## src/rtl/uart_pkg.sv

```systemverilog
// Shared UART definitions: TX FSM encoding,
// baud-select codes and line constants.
package uart_pkg;

    localparam logic [2:0] ENC_IDLE   = 3'd0;
    localparam logic [2:0] ENC_WAIT   = 3'd1;
    localparam logic [2:0] ENC_START  = 3'd2;
    localparam logic [2:0] ENC_DATA   = 3'd3;
    localparam logic [2:0] ENC_PARITY = 3'd4;
    localparam logic [2:0] ENC_STOP   = 3'd5;

    typedef enum logic [2:0] {
        S_IDLE   = ENC_IDLE,
        S_WAIT   = ENC_WAIT,
        S_START  = ENC_START,
        S_DATA   = ENC_DATA,
        S_PARITY = ENC_PARITY,
        S_STOP   = ENC_STOP
    } tx_state_e;

    // Baud-select codes understood by baud_gen
    localparam logic [1:0] BAUD_SEL_0 = 2'b00;
    localparam logic [1:0] BAUD_SEL_1 = 2'b01;
    localparam logic [1:0] BAUD_SEL_2 = 2'b10;
    localparam logic [1:0] BAUD_SEL_3 = 2'b11;

    localparam logic IDLE_LINE = 1'b1;

endpackage

```

## src/rtl/uart_tx_if.sv

```systemverilog
// Host-side byte interface of the UART
// transmitter: request, config and status.
interface uart_tx_if #(
    parameter int DATA_BITS = 8
) ();

    logic [DATA_BITS-1:0] tx_data;
    logic                 tx_start;
    logic                 parity_en;
    logic                 parity_odd;
    logic                 two_stop;
    logic                 busy;
    logic                 done;

    modport master (
        output tx_data, tx_start,
        output parity_en, parity_odd, two_stop,
        input  busy, done
    );

    modport slave (
        input  tx_data, tx_start,
        input  parity_en, parity_odd, two_stop,
        output busy, done
    );

endinterface

```

## src/rtl/uart_tx_baud_tick_detect.sv

```systemverilog
// Turns the baud square wave into a one-clock
// tick on each rising edge (shared with uart_rx).
module baud_tick_detect (
    input  logic clock,
    input  logic rst,
    input  logic baud_clk,
    output logic tick
);

    logic baud_clk_q;

    always_ff @(posedge clock or negedge rst) begin
        if (!rst) baud_clk_q <= 1'b0;
        else      baud_clk_q <= baud_clk;
    end

    assign tick = baud_clk & ~baud_clk_q;

endmodule

```

## src/rtl/uart_tx.sv

```systemverilog
// UART frame serializer: start, LSB-first data,
// optional parity, one or two stop bits.
module uart_tx
    import uart_pkg::*;
#(
    parameter int DATA_BITS = 8
) (
    input  logic       clock,
    input  logic       rst,
    input  logic       baud_clk,
    uart_tx_if.slave   bus,
    output logic       tx
);

    localparam int CW = $clog2(DATA_BITS) + 1;
    localparam logic [CW-1:0] LAST_BIT = CW'(DATA_BITS - 1);

    tx_state_e            state_q, state_d;
    logic [DATA_BITS-1:0] shift_q, shift_d;
    logic [CW-1:0]        cnt_q, cnt_d;
    logic                 par_q, par_d;
    logic                 pe_q, pe_d;
    logic                 ts_q, ts_d;
    logic                 tick;
    logic                 done;

    baud_tick_detect u_tick (
        .clock    (clock),
        .rst      (rst),
        .baud_clk (baud_clk),
        .tick     (tick)
    );

    always_ff @(posedge clock or negedge rst) begin
        if (!rst) begin
            state_q <= S_IDLE;
            shift_q <= '0;
            cnt_q   <= '0;
            par_q   <= 1'b0;
            pe_q    <= 1'b0;
            ts_q    <= 1'b0;
        end else begin
            state_q <= state_d;
            shift_q <= shift_d;
            cnt_q   <= cnt_d;
            par_q   <= par_d;
            pe_q    <= pe_d;
            ts_q    <= ts_d;
        end
    end

    always_comb begin
        state_d = state_q;
        shift_d = shift_q;
        cnt_d   = cnt_q;
        par_d   = par_q;
        pe_d    = pe_q;
        ts_d    = ts_q;
        done    = 1'b0;
        unique case (state_q)
            S_IDLE: begin
                // A tick in the acceptance cycle is ignored: WAIT
                // only starts looking at ticks from the next clock.
                if (bus.tx_start) begin
                    shift_d = bus.tx_data;
                    pe_d    = bus.parity_en;
                    ts_d    = bus.two_stop;
                    par_d   = ^bus.tx_data ^ bus.parity_odd;
                    cnt_d   = '0;
                    state_d = S_WAIT;
                end
            end
            S_WAIT: begin
                if (tick) state_d = S_START;
            end
            S_START: begin
                if (tick) begin
                    cnt_d   = '0;
                    state_d = S_DATA;
                end
            end
            S_DATA: begin
                if (tick) begin
                    shift_d = shift_q >> 1;
                    if (cnt_q == LAST_BIT) begin
                        cnt_d   = '0;
                        state_d = pe_q ? S_PARITY : S_STOP;
                    end else begin
                        cnt_d = cnt_q + 1'b1;
                    end
                end
            end
            S_PARITY: begin
                if (tick) begin
                    cnt_d   = '0;
                    state_d = S_STOP;
                end
            end
            S_STOP: begin
                // The counter is reused to count stop bits.
                if (tick) begin
                    if (cnt_q == {{(CW-1){1'b0}}, ts_q}) begin
                        done    = 1'b1;
                        state_d = S_IDLE;
                    end else begin
                        cnt_d = cnt_q + 1'b1;
                    end
                end
            end
            default: state_d = S_IDLE;
        endcase
    end

    always_comb begin
        tx = IDLE_LINE;
        unique case (state_q)
            S_START:  tx = 1'b0;
            S_DATA:   tx = shift_q[0];
            S_PARITY: tx = par_q;
            default:  tx = IDLE_LINE;
        endcase
    end

    assign bus.done = done;
    assign bus.busy = (state_q != S_IDLE) && !done;

endmodule

```

## src/flat_wrapper.sv

```systemverilog
// flat-port wrapper written by rule: the top's interface ports become plain ports
module uart_tx_flat import uart_pkg::*;
#(
    parameter int DATA_BITS = 8
)
  (clock, rst, baud_clk, tx, bus_tx_data, bus_tx_start, bus_parity_en, bus_parity_odd, bus_two_stop, bus_busy, bus_done);
  uart_tx_if #(.DATA_BITS(DATA_BITS)) bus_i ();
  input  logic clock;
  input  logic rst;
  input  logic baud_clk;
  output logic tx;
  input wire logic [$bits(bus_i.tx_data)-1:0] bus_tx_data;
  input wire logic [$bits(bus_i.tx_start)-1:0] bus_tx_start;
  input wire logic [$bits(bus_i.parity_en)-1:0] bus_parity_en;
  input wire logic [$bits(bus_i.parity_odd)-1:0] bus_parity_odd;
  input wire logic [$bits(bus_i.two_stop)-1:0] bus_two_stop;
  output wire logic [$bits(bus_i.busy)-1:0] bus_busy;
  output wire logic [$bits(bus_i.done)-1:0] bus_done;
  assign bus_i.tx_data = bus_tx_data;
  assign bus_i.tx_start = bus_tx_start;
  assign bus_i.parity_en = bus_parity_en;
  assign bus_i.parity_odd = bus_parity_odd;
  assign bus_i.two_stop = bus_two_stop;
  assign bus_busy = bus_i.busy;
  assign bus_done = bus_i.done;
  uart_tx #(.DATA_BITS(DATA_BITS)) u_core (.clock(clock), .rst(rst), .baud_clk(baud_clk), .bus(bus_i), .tx(tx));
endmodule
```

## config.mk

```make
export PLATFORM = sky130hd
export DESIGN_NAME = uart_tx_flat
export DESIGN_NICKNAME = d
export VERILOG_FILES = /design/src/rtl/uart_pkg.sv /design/src/rtl/uart_tx_if.sv /design/src/rtl/uart_tx_baud_tick_detect.sv /design/src/rtl/uart_tx.sv /design/src/flat_wrapper.sv
export SDC_FILE = /design/constraint.sdc
export NUM_CORES = 1
export LEC_CHECK = 0
export ABC_AREA = 1
export ABC_CLOCK_PERIOD_IN_PS = 3200
export BUFFER_PORTS_ARGS = -buffer_cell sky130_fd_sc_hd__buf_2
export CAP_MARGIN = 10
export CORE_UTILIZATION = 43
export CTS_BUF_LIST = sky130_fd_sc_hd__clkbuf_4 sky130_fd_sc_hd__clkbuf_8
export CTS_CLUSTER_DIAMETER = 200
export DETAILED_ROUTE_END_ITERATION = 10
export PLACE_DENSITY_LB_ADDON = 0.15
export SETUP_SLACK_MARGIN = 0.05
export SLEW_MARGIN = 20
export SYNTH_ARGS = -nofsm -noshare
export SYNTH_HDL_FRONTEND = slang
export SYNTH_SLANG_ARGS = --single-unit
```

## constraint.sdc

```tcl
create_clock -name clock -period 3.2 [get_ports clock]
set_input_delay 0.64 -clock clock [delete_from_list [all_inputs] [get_ports clock]]
set_output_delay 0.64 -clock clock [all_outputs]
set_load 0.01 [all_outputs]
```

==> results by group, run 1 <==
Outcome
  • Result of the run: finished clean

Place
  • Post-placement cell area: 1395 sq um
  • Dpl hpwl: 2.012 mm
  • Number of I/O port buffers: 17
  • Final weighted congestion of routability-driven global placement: 0.8307

Global route
  • Total global routing overflow: 0
  • Number of global-route vias before repair: 1045
  • Overall global routing resource usage: 17.00%
  • Maximum number of pins on one net before global-route repair: 20
  • Number of antenna violations at the first check in global routing: 0
  • Met1 track demand over resource in global routing: 20.32%
  • Most used routing layer: met2
  • Wire length of the first global-routing pass: 4.278 mm
  • Routing usage on met2: 30.76%
  • Routing usage on met3: 2.041%

Pwr
  • Clock network power share: 10.7%
  • Net load switching power: 528.8 uW
  • Leakage power: 0.7809 nW
  • Pwr/cell area: 780.5 nW/um^2
  • Switching power share of the total: 47.62%
  • Worst ir drop on vdd: 0.3354 mV
  • Sequential share of power: 36.0%
  • Combinational power share: 53.3%
  • Cell Int Power: 581.5 uW

Final layout
  • Filler Cell Count: 279
  • Area growth from synthesis to layout: 9.537%
  • Area used by multi-input combinational logic: 684.4 sq um
  • Post-route design area: 1423 sq um
  • FF/Latch Area: 475.5 sq um
  • Number of nets in the layout: 220
  • ANT cells: 0
  • Fraction of final layout cells sized beyond drive strength 1: 18.23%

Worst setup path
  • Crit end category: primary output
  • Ordered cell list for the critical path: nand3_2 -> inv_2 -> nand2_1 -> nor2_1 -> nor2_1 -> buf_2
  • CP max FO: 9
  • Element type at the critical path start: register
  • Register-to-register path setup slack: 1.59 ns
  • Type of the setup path with the least slack: register to primary output
  • Delay of the slowest cell on the worst path: 0.56 ns
  • Arr. time, crit path: 1.52 ns
  • Buffers & Inverters on Critical Path: 2
  • Library cell contributing the largest single delay on the critical path: sky130_fd_sc_hd__dfrtp_1
  • CP most frequent cell: sky130_fd_sc_hd__nor2_1
  • Kind of cell with the highest combined delay on the critical path: flip-flops
  • Required time of the critical path: 2.56 ns

Timing
  • Post-route minimum period: 2.165 ns
  • Post-Route Setup TNS: 0 ns
  • Highest Clock Rate: 461.9 MHz
  • Final-report setup violation count: 0
  • Hold Violations, Final: 0
  • Unrepaired setup endpoints after global routing: no
  • Share of the cycle needed by the critical path after routing: 67.65%
  • Max Slew Vio Count: 0
  • Normalized max-slew margin: 65.05%
  • Slew @ Worst Pin: 0.5242 ns
  • Worst Clk Skew: 0.006231 ns

Logic synthesis
  • Avg Inst Size Synth: 7.020 sq um
  • Number of warning messages in the yosys log: 0
  • Summed instance area of the synthesized netlist: 1299 sq um
  • Portion of the post-synthesis area used by sequential elements: 36.61%
  • Instance count of the mapped netlist: 185
  • Count of cell types in the netlist: 26
  • Post-synthesis net count: 201
  • Synth Register Bits: 19

Floorplan
  • I/O pin cnt: 18
  • Floorplan core area: 2805 sq um
  • Die span in y: 56.96 um
  • Die X: 56.96 um
  • Initial core utilization: 46.30%
  • Die footprint: 3244 sq um
  • Row cnt: 19

Clocking
  • Post-CTS Hold Fix Bufs: 0
  • Clock tree from TritonCTS: built
  • Postcts setup bufs: 0
  • CTS Root Buffer Type: sky130_fd_sc_hd__clkbuf_4
  • Deepest level of the CTS H-tree: 1
  • CTS buffer count: 3
  • Clock latency on the worst-skew pair: 0.29 ns
  • Clk sinks: 19
  • Post-CTS sizing: 0
  • Clock buffer depth: 2
  • Clock transition time at the flip-flop clock pins of the worst setup and hold paths: 0.11 ns

Detailed routing
  • Total wire length after detailed routing: 2.511 mm
  • Average via count per standard cell: 5.051
  • Post-route DRC: 0
  • Number of detailed-routing iterations run before antenna repair: 6
  • Via count of the routed design: 1182
  • Post-detailed-route wirelength per cell: 10.73 um
  • Count of antenna-violating nets left after detailed routing: 0
  • Detailed router's first-iteration violation count: 37

Worst hold path
  • Worst Hold Class: primary input to asynchronous set/reset pin

Job
  • Max-cap check violation count: 0
==> path summary, 6_finish.rpt <==
kind | start | end | cells after the start
worst max-delay path | u_core.state_q[0]$_DFFE_PN0P_ | bus_busy | 6
worst min-delay path | rst | u_core.shift_q[5]$_DFFE_PN0P_ | 1
worst max register to register | u_core.state_q[2]$_DFFE_PN0P_ | u_core.shift_q[0]$_DFFE_PN0P_ | 5
worst min register to register | u_core.par_q$_DFFE_PN0P_ | u_core.par_q$_DFFE_PN0P_ | 2
max in group asynchronous | rst | u_core.par_q$_DFFE_PN0P_ | 1
min in group clock | baud_clk | u_core.u_tick.baud_clk_q$_DFF_PN0_ | 1
==> state kept, by name, summed over array words and instances (netlist names) <==
| signal | count |
|---|---|
| u_core.cnt_q | 4 |
| u_core.ts_q | 1 |
| u_core.par_q | 1 |
| u_core.u_tick.baud_clk_q | 1 |
| u_core.state_q | 3 |
| u_core.shift_q | 8 |
| u_core.pe_q | 1 |
==> layout make-up <==
class | count | area share, %
Inverter | 29 | 7.828
Tap cell | 31 | 2.726
Clock buffer | 3 | 1.583
Multi-Input combinational cell | 134 | 48.11
Clock inverter | 1 | 0.3518
Timing Repair Buffer | 17 | 5.981
Sequential cell | 19 | 33.42
==> kinds of logic (layout without fill, tap and decap cells) <==
logic type | Yosys count | after routing | share of synthesized area [%]
adder cells (fa/ha/maj) | 1 | 1 | 0.9632
AO/OA/AOI/OAI | 22 | 22 | 10.31
buffers and inverters | 32 | 50 | 10.69
flip-flops | 19 | 19 | 36.61
AND/OR/NAND/NOR | 107 | 107 | 38.73
XOR/XNOR | 4 | 4 | 2.698
==> cell usage in the layout (no fill, tap or decap) <==
cell type,synthesis,layout
sky130_fd_sc_hd__nand2_1,62,62
sky130_fd_sc_hd__inv_1,26,26
sky130_fd_sc_hd__nand3_1,19,19
sky130_fd_sc_hd__dfrtp_1,19,19
sky130_fd_sc_hd__buf_2,1,17
sky130_fd_sc_hd__nor2_1,11,11
sky130_fd_sc_hd__o211ai_1,8,8
sky130_fd_sc_hd__o21ai_0,8,8
sky130_fd_sc_hd__nand2_2,6,6
sky130_fd_sc_hd__a21oi_1,3,3
sky130_fd_sc_hd__clkbuf_4,0,3
sky130_fd_sc_hd__inv_2,2,2
sky130_fd_sc_hd__o21ai_1,2,2
sky130_fd_sc_hd__xnor2_1,2,2
sky130_fd_sc_hd__xor2_1,2,2
sky130_fd_sc_hd__nand3b_1,2,2
sky130_fd_sc_hd__nand3_4,1,1
sky130_fd_sc_hd__nand3_2,1,1
sky130_fd_sc_hd__nor3_2,1,1
sky130_fd_sc_hd__o21ai_2,1,1
sky130_fd_sc_hd__inv_4,1,1
sky130_fd_sc_hd__nor2_8,1,1
sky130_fd_sc_hd__nand2_4,1,1
sky130_fd_sc_hd__nand4_1,1,1
sky130_fd_sc_hd__nor2_2,1,1
sky130_fd_sc_hd__ha_1,1,1
sky130_fd_sc_hd__clkinv_2,0,1
==> routing by layer <==
metal  up-vias  wire, um
met5         -         0
met4         0        29
met3         6        82
met2        35      1247
met1       519      1152
li1        622         -
==> per-stage QoR <==
stage	std cells	setup slack, ns	hold slack [ns]	utilization (%)	total power [mW]
6_report	234	1.035	0.2625	50.71	1.110
5_1_grt	234	0.9138	0.2742	50.71	1.218
4_1_cts	234	1.036	0.2582	50.71	1.122
3_5_place_dp	230	1.285	0.4969	49.73	0.9997
3_3_place_gp	230	1.301	0.4936	49.73	0.9800
2_1_floorplan	185	1.432	0.3444	-	0.8835
==> power by group through the flow <==
stage,Combinational [mW],Sequential [mW],Clock [mW]
4_1_cts,0.598,0.399,0.125
5_1_grt,0.669,0.411,0.137
2_1_floorplan,0.507,0.377,0
3_3_place_gp,0.578,0.402,0
6_report,0.592,0.399,0.119
3_5_place_dp,0.594,0.405,0
==> cell usage after synthesis <==
cell	instances	share of area, %
sky130_fd_sc_hd__xnor2_1	2	1.3
sky130_fd_sc_hd__nor2_2	1	0.48
sky130_fd_sc_hd__buf_2	1	0.38
sky130_fd_sc_hd__a21oi_1	3	1.2
sky130_fd_sc_hd__o21ai_1	2	0.77
sky130_fd_sc_hd__o21ai_0	8	3.1
sky130_fd_sc_hd__nor3_2	1	0.77
sky130_fd_sc_hd__nand2_4	1	0.87
sky130_fd_sc_hd__nand3_2	1	0.77
sky130_fd_sc_hd__xor2_1	2	1.3
sky130_fd_sc_hd__inv_1	26	7.5
sky130_fd_sc_hd__o211ai_1	8	4.6
sky130_fd_sc_hd__nor2_8	1	1.5
sky130_fd_sc_hd__nand3b_1	2	1.2
sky130_fd_sc_hd__nand2_1	62	18
sky130_fd_sc_hd__nand4_1	1	0.48
sky130_fd_sc_hd__buf_6	2	1.7
sky130_fd_sc_hd__ha_1	1	0.96
sky130_fd_sc_hd__inv_2	2	0.58
sky130_fd_sc_hd__inv_4	1	0.48
sky130_fd_sc_hd__dfrtp_1	19	37
sky130_fd_sc_hd__o21ai_2	1	0.67
sky130_fd_sc_hd__nand3_4	1	1.3
sky130_fd_sc_hd__nand2_2	6	2.9
sky130_fd_sc_hd__nor2_1	11	3.2
sky130_fd_sc_hd__nand3_1	19	7.3
(Power assumes the default switching activity.)
==> run 2, diff against run 1 <==
Settings changed: ABC_CLOCK_PERIOD_IN_PS 3200 to 2200.
Clock period 3.2 ns to 2.2 ns, I/O delays scaled along.
==> run 2 against run 1 <==
  * Sequential share of layout area stayed put
  * Power is 45% higher
  * Clock power is 45% higher
==> results by group, run 2 (synthesis gave the netlist of run 1 again) <==
Worst setup path
  • FF-to-FF Start: u_core.state_q[2]$_DFFE_PN0P_
  • CP max FO: 6
  • Type of the setup path with the least slack: register to primary output
  • Capturing instance or port of the critical path: bus_busy
  • Crit end category: primary output
  • Register-to-register path setup slack: 0.61 ns
  • Required time of the critical path: 1.76 ns
  • Element type at the critical path start: register
  • CP startpoint: u_core.state_q[1]$_DFFE_PN0P_
  • Worst Reg-to-Reg Cells: 5
  • Arr. time, crit path: 1.56 ns
  • Terminus of the critical flop-to-flop path: u_core.shift_q[0]$_DFFE_PN0P_

Clocking
  • CTS Root Buffer Type: sky130_fd_sc_hd__clkbuf_4
  • Clock buffer depth: 2
  • Post-CTS sizing: 0
  • Post-CTS Hold Fix Bufs: 0
  • CTS buffer count: 3
  • Clock tree from TritonCTS: built
  • Postcts setup bufs: 0
  • Clock transition time at the flip-flop clock pins of the worst setup and hold paths: 0.11 ns
  • Clock latency on the worst-skew pair: 0.30 ns
  • Clk sinks: 19
  • Deepest level of the CTS H-tree: 1

Global route
  • Number of global-route vias before repair: 1147
  • Number of antenna violations at the first check in global routing: 0
  • Total global routing overflow: 0
  • Maximum number of pins on one net before global-route repair: 20
  • Overall global routing resource usage: 18.05%
  • Wire length of the first global-routing pass: 4.636 mm

Detailed routing
  • Post-route DRC: 0
  • Number of detailed-routing iterations run before antenna repair: 4
  • Post-detailed-route wirelength per cell: 11.01 um
  • Detailed router's first-iteration violation count: 34
  • Total wire length after detailed routing: 2.577 mm
  • Count of antenna-violating nets left after detailed routing: 0
  • Average via count per standard cell: 5.047
  • Via count of the routed design: 1181

Final layout
  • Area growth from synthesis to layout: 9.537%
  • Largest registers ranked by flip-flop count: u_core.shift_q: 8 flops, u_core.cnt_q: 4 flops, u_core.state_q: 3 flops
  • Number of nets in the layout: 220
  • Filler Cell Count: 292
  • Area used by multi-input combinational logic: 684.4 sq um
  • FF/Latch Area: 475.5 sq um
  • Leading cell types in the layout, fill and taps excluded: sky130_fd_sc_hd__nand2_1, sky130_fd_sc_hd__inv_1, sky130_fd_sc_hd__nand3_1, sky130_fd_sc_hd__dfrtp_1, sky130_fd_sc_hd__buf_2
  • Fraction of final layout cells sized beyond drive strength 1: 18.23%
  • ANT cells: 0
  • Largest register FFs: 8
  • Register name with the most flops: u_core.shift_q
  • Most common library cell in the layout ignoring fill and taps: sky130_fd_sc_hd__nand2_1

Timing
  • Max Slew Vio Count: 0
  • Worst hold margin: 0.06244 ns
  • Highest Clock Rate: 498.9 MHz
  • Share of the cycle needed by the critical path after routing: 91.11%
  • Unrepaired setup endpoints after global routing: no
  • Post-route minimum period: 2.004 ns
  • Post-Route Setup TNS: 0 ns
  • Hold Violations, Final: 0
  • Final-report setup violation count: 0
  • Slew @ Worst Pin: 0.4968 ns
  • Normalized max-slew margin: 66.87%
  • Worst Clk Skew: 0.01135 ns

Place
  • Final weighted congestion of routability-driven global placement: 0.7765
  • Number of I/O port buffers: 17
  • Dpl hpwl: 2.042 mm

Floorplan
  • Row cnt: 19
  • Die X: 56.96 um
  • Initial core utilization: 46.30%
  • I/O pin cnt: 18
  • Die footprint: 3244 sq um
  • Floorplan core area: 2805 sq um
  • Die span in y: 56.96 um

Pwr
  • Worst ir drop on vdd: 0.3982 mV
  • Pwr/cell area: 1134 nW/um^2
  • Leakage power: 0.7809 nW

Worst hold path
  • Worst Hold Class: primary input to asynchronous set/reset pin

Job
  • Max-cap check violation count: 0

Outcome
  • Result of the run: finished clean
==> run 2: cell counts in the layout (fill, tap and decap cells not counted) <==
Identical to the previous run, type by type.
==> run 2: report_power, final <==
part / switching [mW] / total [mW] / internal [mW] / leakage [nW]
clock network: 0.105 / 0.173 / 0.0676 / 0.0177
logic: 0.560 / 0.856 / 0.296 / 0.523
registers: 0.102 / 0.584 / 0.482 / 0.240
total: 0.767 / 1.61 / 0.846 / 0.781
==> run 2: cell type report <==
cell class	instances	area share, %
inverter	29	7.828
clock inverter	1	0.3518
timing repair buffer	17	5.981
clock buffer	3	1.583
multi-input combinational	134	48.11
tap	31	2.726
sequential	19	33.42
==> run 2: worst max-delay path: stages (launching register included) <==
cell and delay [ns]:
sky130_fd_sc_hd__dfrtp_1 0.48, sky130_fd_sc_hd__inv_1 0.16, sky130_fd_sc_hd__nand3_2 0.15, sky130_fd_sc_hd__inv_2 0.10, sky130_fd_sc_hd__nand2_1 0.07, sky130_fd_sc_hd__nor2_1 0.14, sky130_fd_sc_hd__nor2_1 0.05, sky130_fd_sc_hd__buf_2 0.14
==> run 2: how the worst min path moves through the flow <==
| stage | start | endpoint | cells past startpoint |
|---|---|---|---|
| after floorplan | rst | u_core.cnt_q[0]$_DFFE_PN0P_ | 0 |
| after global placement | rst | u_core.shift_q[1]$_DFFE_PN0P_ | 1 |
| after detailed placement | rst | u_core.shift_q[2]$_DFFE_PN0P_ | 1 |
| after CTS | rst | u_core.shift_q[2]$_DFFE_PN0P_ | 1 |
| after global routing | rst | u_core.shift_q[2]$_DFFE_PN0P_ | 1 |
| final | rst | u_core.shift_q[7]$_DFFE_PN0P_ | 1 |
==> run 2: routing by layer <==
metal / GRT usage, % / wire length, um
met5: 0 / 0
met4: 5.923 / 17
met3: 2.948 / 61
met2: 33.78 / 1303
met1: 20.85 / 1194
==> run 2: metrics by stage <==
step	total power [mW]	instance area [sq um]	util (%)	instances	setup WS (ns)
CTS	1.638	1423	50.71	234	0.1962
detailed placement	1.455	1395	49.73	230	0.5317
floorplan	1.285	1299	-	185	0.6323
global placement	1.425	1395	49.73	230	0.6111
global route	1.783	1423	50.71	234	0.07734
finish	1.613	1423	50.71	234	0.1955
==> run 3, diff against run 2 <==
Settings changed: SETUP_SLACK_MARGIN 0.05 to 0.4.
==> run 3 against run 2 <==
  * Setup slack improved by 0.13 ns
  * Clock power rose by 2%
  * First-iteration DRC count rose by 12%
  * Hold slack got worse by 0.0018 ns
  * Register-to-register slack got worse by 0.07 ns
  * Non-clock buffer count up 13
  * Final cell count increased by 5.6%
  * Flip-flop and latch count is the same
  * Maximum frequency grew 6.8%
==> results by group, run 3 (synthesis gave the netlist of run 1 again) <==
Global route
  • Total global routing overflow: 0
  • Maximum number of pins on one net before global-route repair: 20
  • Number of global-route vias before repair: 1240
  • Overall global routing resource usage: 19.86%
  • Most used routing layer: met2
  • Met1 track demand over resource in global routing: 22.25%
  • Routing usage on met2: 37.48%
  • Wire length of the first global-routing pass: 5.064 mm
  • Number of antenna violations at the first check in global routing: 0
  • Routing usage on met3: 3.401%

Floorplan
  • Die span in y: 56.96 um
  • Initial core utilization: 46.30%
  • Floorplan core area: 2805 sq um
  • Die X: 56.96 um
  • Row cnt: 19
  • Die footprint: 3244 sq um
  • I/O pin cnt: 18

Place
  • Post-placement cell area: 1395 sq um
  • Cell count after placement: 230
  • Dpl hpwl: 2.042 mm
  • Final weighted congestion of routability-driven global placement: 0.7765
  • Number of I/O port buffers: 17

Clocking
  • Deepest level of the CTS H-tree: 1
  • CTS Root Buffer Type: sky130_fd_sc_hd__clkbuf_4
  • Clock latency on the worst-skew pair: 0.30 ns
  • Clock transition time at the flip-flop clock pins of the worst setup and hold paths: 0.12 ns
  • Clock tree from TritonCTS: built
  • Post-CTS Hold Fix Bufs: 0
  • CTS buffer count: 3
  • Clock buffer depth: 2
  • Clk sinks: 19

Timing
  • Final-report setup violation count: 0
  • Hold Violations, Final: 0
  • Slew @ Worst Pin: 0.4962 ns
  • Post-route minimum period: 1.876 ns
  • Share of the cycle needed by the critical path after routing: 85.27%
  • Post-Route Setup TNS: 0 ns
  • Normalized max-slew margin: 66.91%
  • Unrepaired setup endpoints after global routing: yes
  • Highest Clock Rate: 533.0 MHz
  • Max Slew Vio Count: 0
  • Worst Clk Skew: 0.01584 ns

Worst setup path
  • CP startpoint: u_core.cnt_q[3]$_DFFE_PN0P_
  • Required time of the critical path: 1.76 ns
  • Library cell contributing the largest single delay on the critical path: sky130_fd_sc_hd__dfrtp_1
  • Kind of cell with the highest combined delay on the critical path: simple AND/OR/NAND/NOR gates
  • Crit end category: primary output
  • Ordered cell list for the critical path: nor2_1 -> nand2_1 -> nor2_2 -> nand2_2 -> nor2_4 -> nor2_1 -> buf_2
  • CP most frequent cell: sky130_fd_sc_hd__nor2_1
  • CP max FO: 2
  • Element type at the critical path start: register
  • Delay of the slowest cell on the worst path: 0.40 ns
  • FF-to-FF Start: u_core.state_q[0]$_DFFE_PN0P_
  • Type of the setup path with the least slack: register to primary output
  • Buffers & Inverters on Critical Path: 1
  • Arr. time, crit path: 1.44 ns

Final layout
  • Final standard cell utilization of the core: 55.98%
  • Leading cell types in the layout, fill and taps excluded: sky130_fd_sc_hd__nand2_1, sky130_fd_sc_hd__inv_1, sky130_fd_sc_hd__nand3_1, sky130_fd_sc_hd__buf_2, sky130_fd_sc_hd__dfrtp_1
  • Register name with the most flops: u_core.shift_q
  • FF/Latch Area: 479.2 sq um
  • Largest registers ranked by flip-flop count: u_core.shift_q: 8 flops, u_core.cnt_q: 4 flops, u_core.state_q: 3 flops
  • Area growth from synthesis to layout: 20.91%
  • Area used by multi-input combinational logic: 724.4 sq um
  • Finished Layout Cells: 247
  • Number of nets in the layout: 233
  • Filler Cell Count: 277
  • Largest register FFs: 8
  • Most common library cell in the layout ignoring fill and taps: sky130_fd_sc_hd__nand2_1
  • Fraction of final layout cells sized beyond drive strength 1: 28.70%
  • Post-route design area: 1570 sq um
  • ANT cells: 0

Detailed routing
  • Total wire length after detailed routing: 2.913 mm
  • Post-detailed-route wirelength per cell: 11.79 um
  • Post-route DRC: 0
  • Count of antenna-violating nets left after detailed routing: 0
  • Number of detailed-routing iterations run before antenna repair: 4
  • Via count of the routed design: 1276
  • Average via count per standard cell: 5.166
  • Detailed router's first-iteration violation count: 38

Pwr
  • Final Power: 1.825 mW
  • Pwr/cell area: 1162 nW/um^2
  • Worst ir drop on vdd: 0.4423 mV
  • Leakage power: 0.8503 nW

Worst hold path
  • Worst Hold Class: primary input to asynchronous set/reset pin

Outcome
  • Result of the run: finished clean

Job
  • Max-cap check violation count: 0
-- run 3: worst reg2reg max path, cell delays in order, from the launching register on --
cell and delay (ns):
sky130_fd_sc_hd__dfrtp_2 0.52, sky130_fd_sc_hd__buf_4 0.17, sky130_fd_sc_hd__nor3_2 0.21, sky130_fd_sc_hd__nand2_1 0.17, sky130_fd_sc_hd__o21ai_2 0.24, sky130_fd_sc_hd__o211ai_1 0.16
sky130_fd_sc_hd__o21ai_0 0.11
-- run 3: what timing repair did --
item                       CTS  global route
resized for setup            8             9
cloned                       0             0
setup endpoints to repair    3            10
pin swaps                    4             9
buffers inserted            11             2
-- run 3: per-stage QoR --
| step | setup WS (ns) | hold slack, ns |
|---|---|---|
| final | 0.3240 | 0.06063 |
| after detailed placement | 0.5317 | 0.4089 |
| after global routing | 0.2418 | 0.08468 |
| after floorplan | 0.6323 | 0.1444 |
| after global placement | 0.6111 | 0.3956 |
| after CTS | 0.3534 | 0.06757 |
-- run 3: final cells by class --
cell class | count | share of cell area [%]
clock buffers | 3 | 1.434
clock inverters | 1 | 0.3187
inverters | 29 | 7.251
multi-input cells | 134 | 46.14
flip-flops and latches | 19 | 30.52
well taps | 31 | 2.470
repair buffers | 30 | 11.87
-- run 3: path summary, 6_finish.rpt --
check | slack, ns | cells past startpoint | to
worst max-delay path | 0.32 | 7 | bus_busy
worst min-delay path | 0.06 | 1 | u_core.cnt_q[0]$_DFFE_PN0P_
worst max register to register | 0.54 | 6 | u_core.shift_q[0]$_DFFE_PN0P_
worst min register to register | 0.54 | 2 | u_core.par_q$_DFFE_PN0P_
max in group asynchronous | 1.80 | 1 | u_core.state_q[0]$_DFFE_PN0P_
min in group clock | 0.27 | 1 | u_core.u_tick.baud_clk_q$_DFF_PN0_
-- run 3: report_power, final --
part	total, mW	leakage [nW]	internal, mW	switching, mW
registers	0.593	0.237	0.487	0.106
clock network	0.177	0.0177	0.0676	0.109
logic	1.06	0.596	0.409	0.646
total	1.82	0.850	0.964	0.861
-- run 3: per-layer routing --
layer  wire [um]  share of wire [%]  vias up
met5           0                  0        -
met4          32                1.1        0
met3          88                3.0        4
met2        1551                 53       27
met1        1240                 43      601
li1            -                  -      644
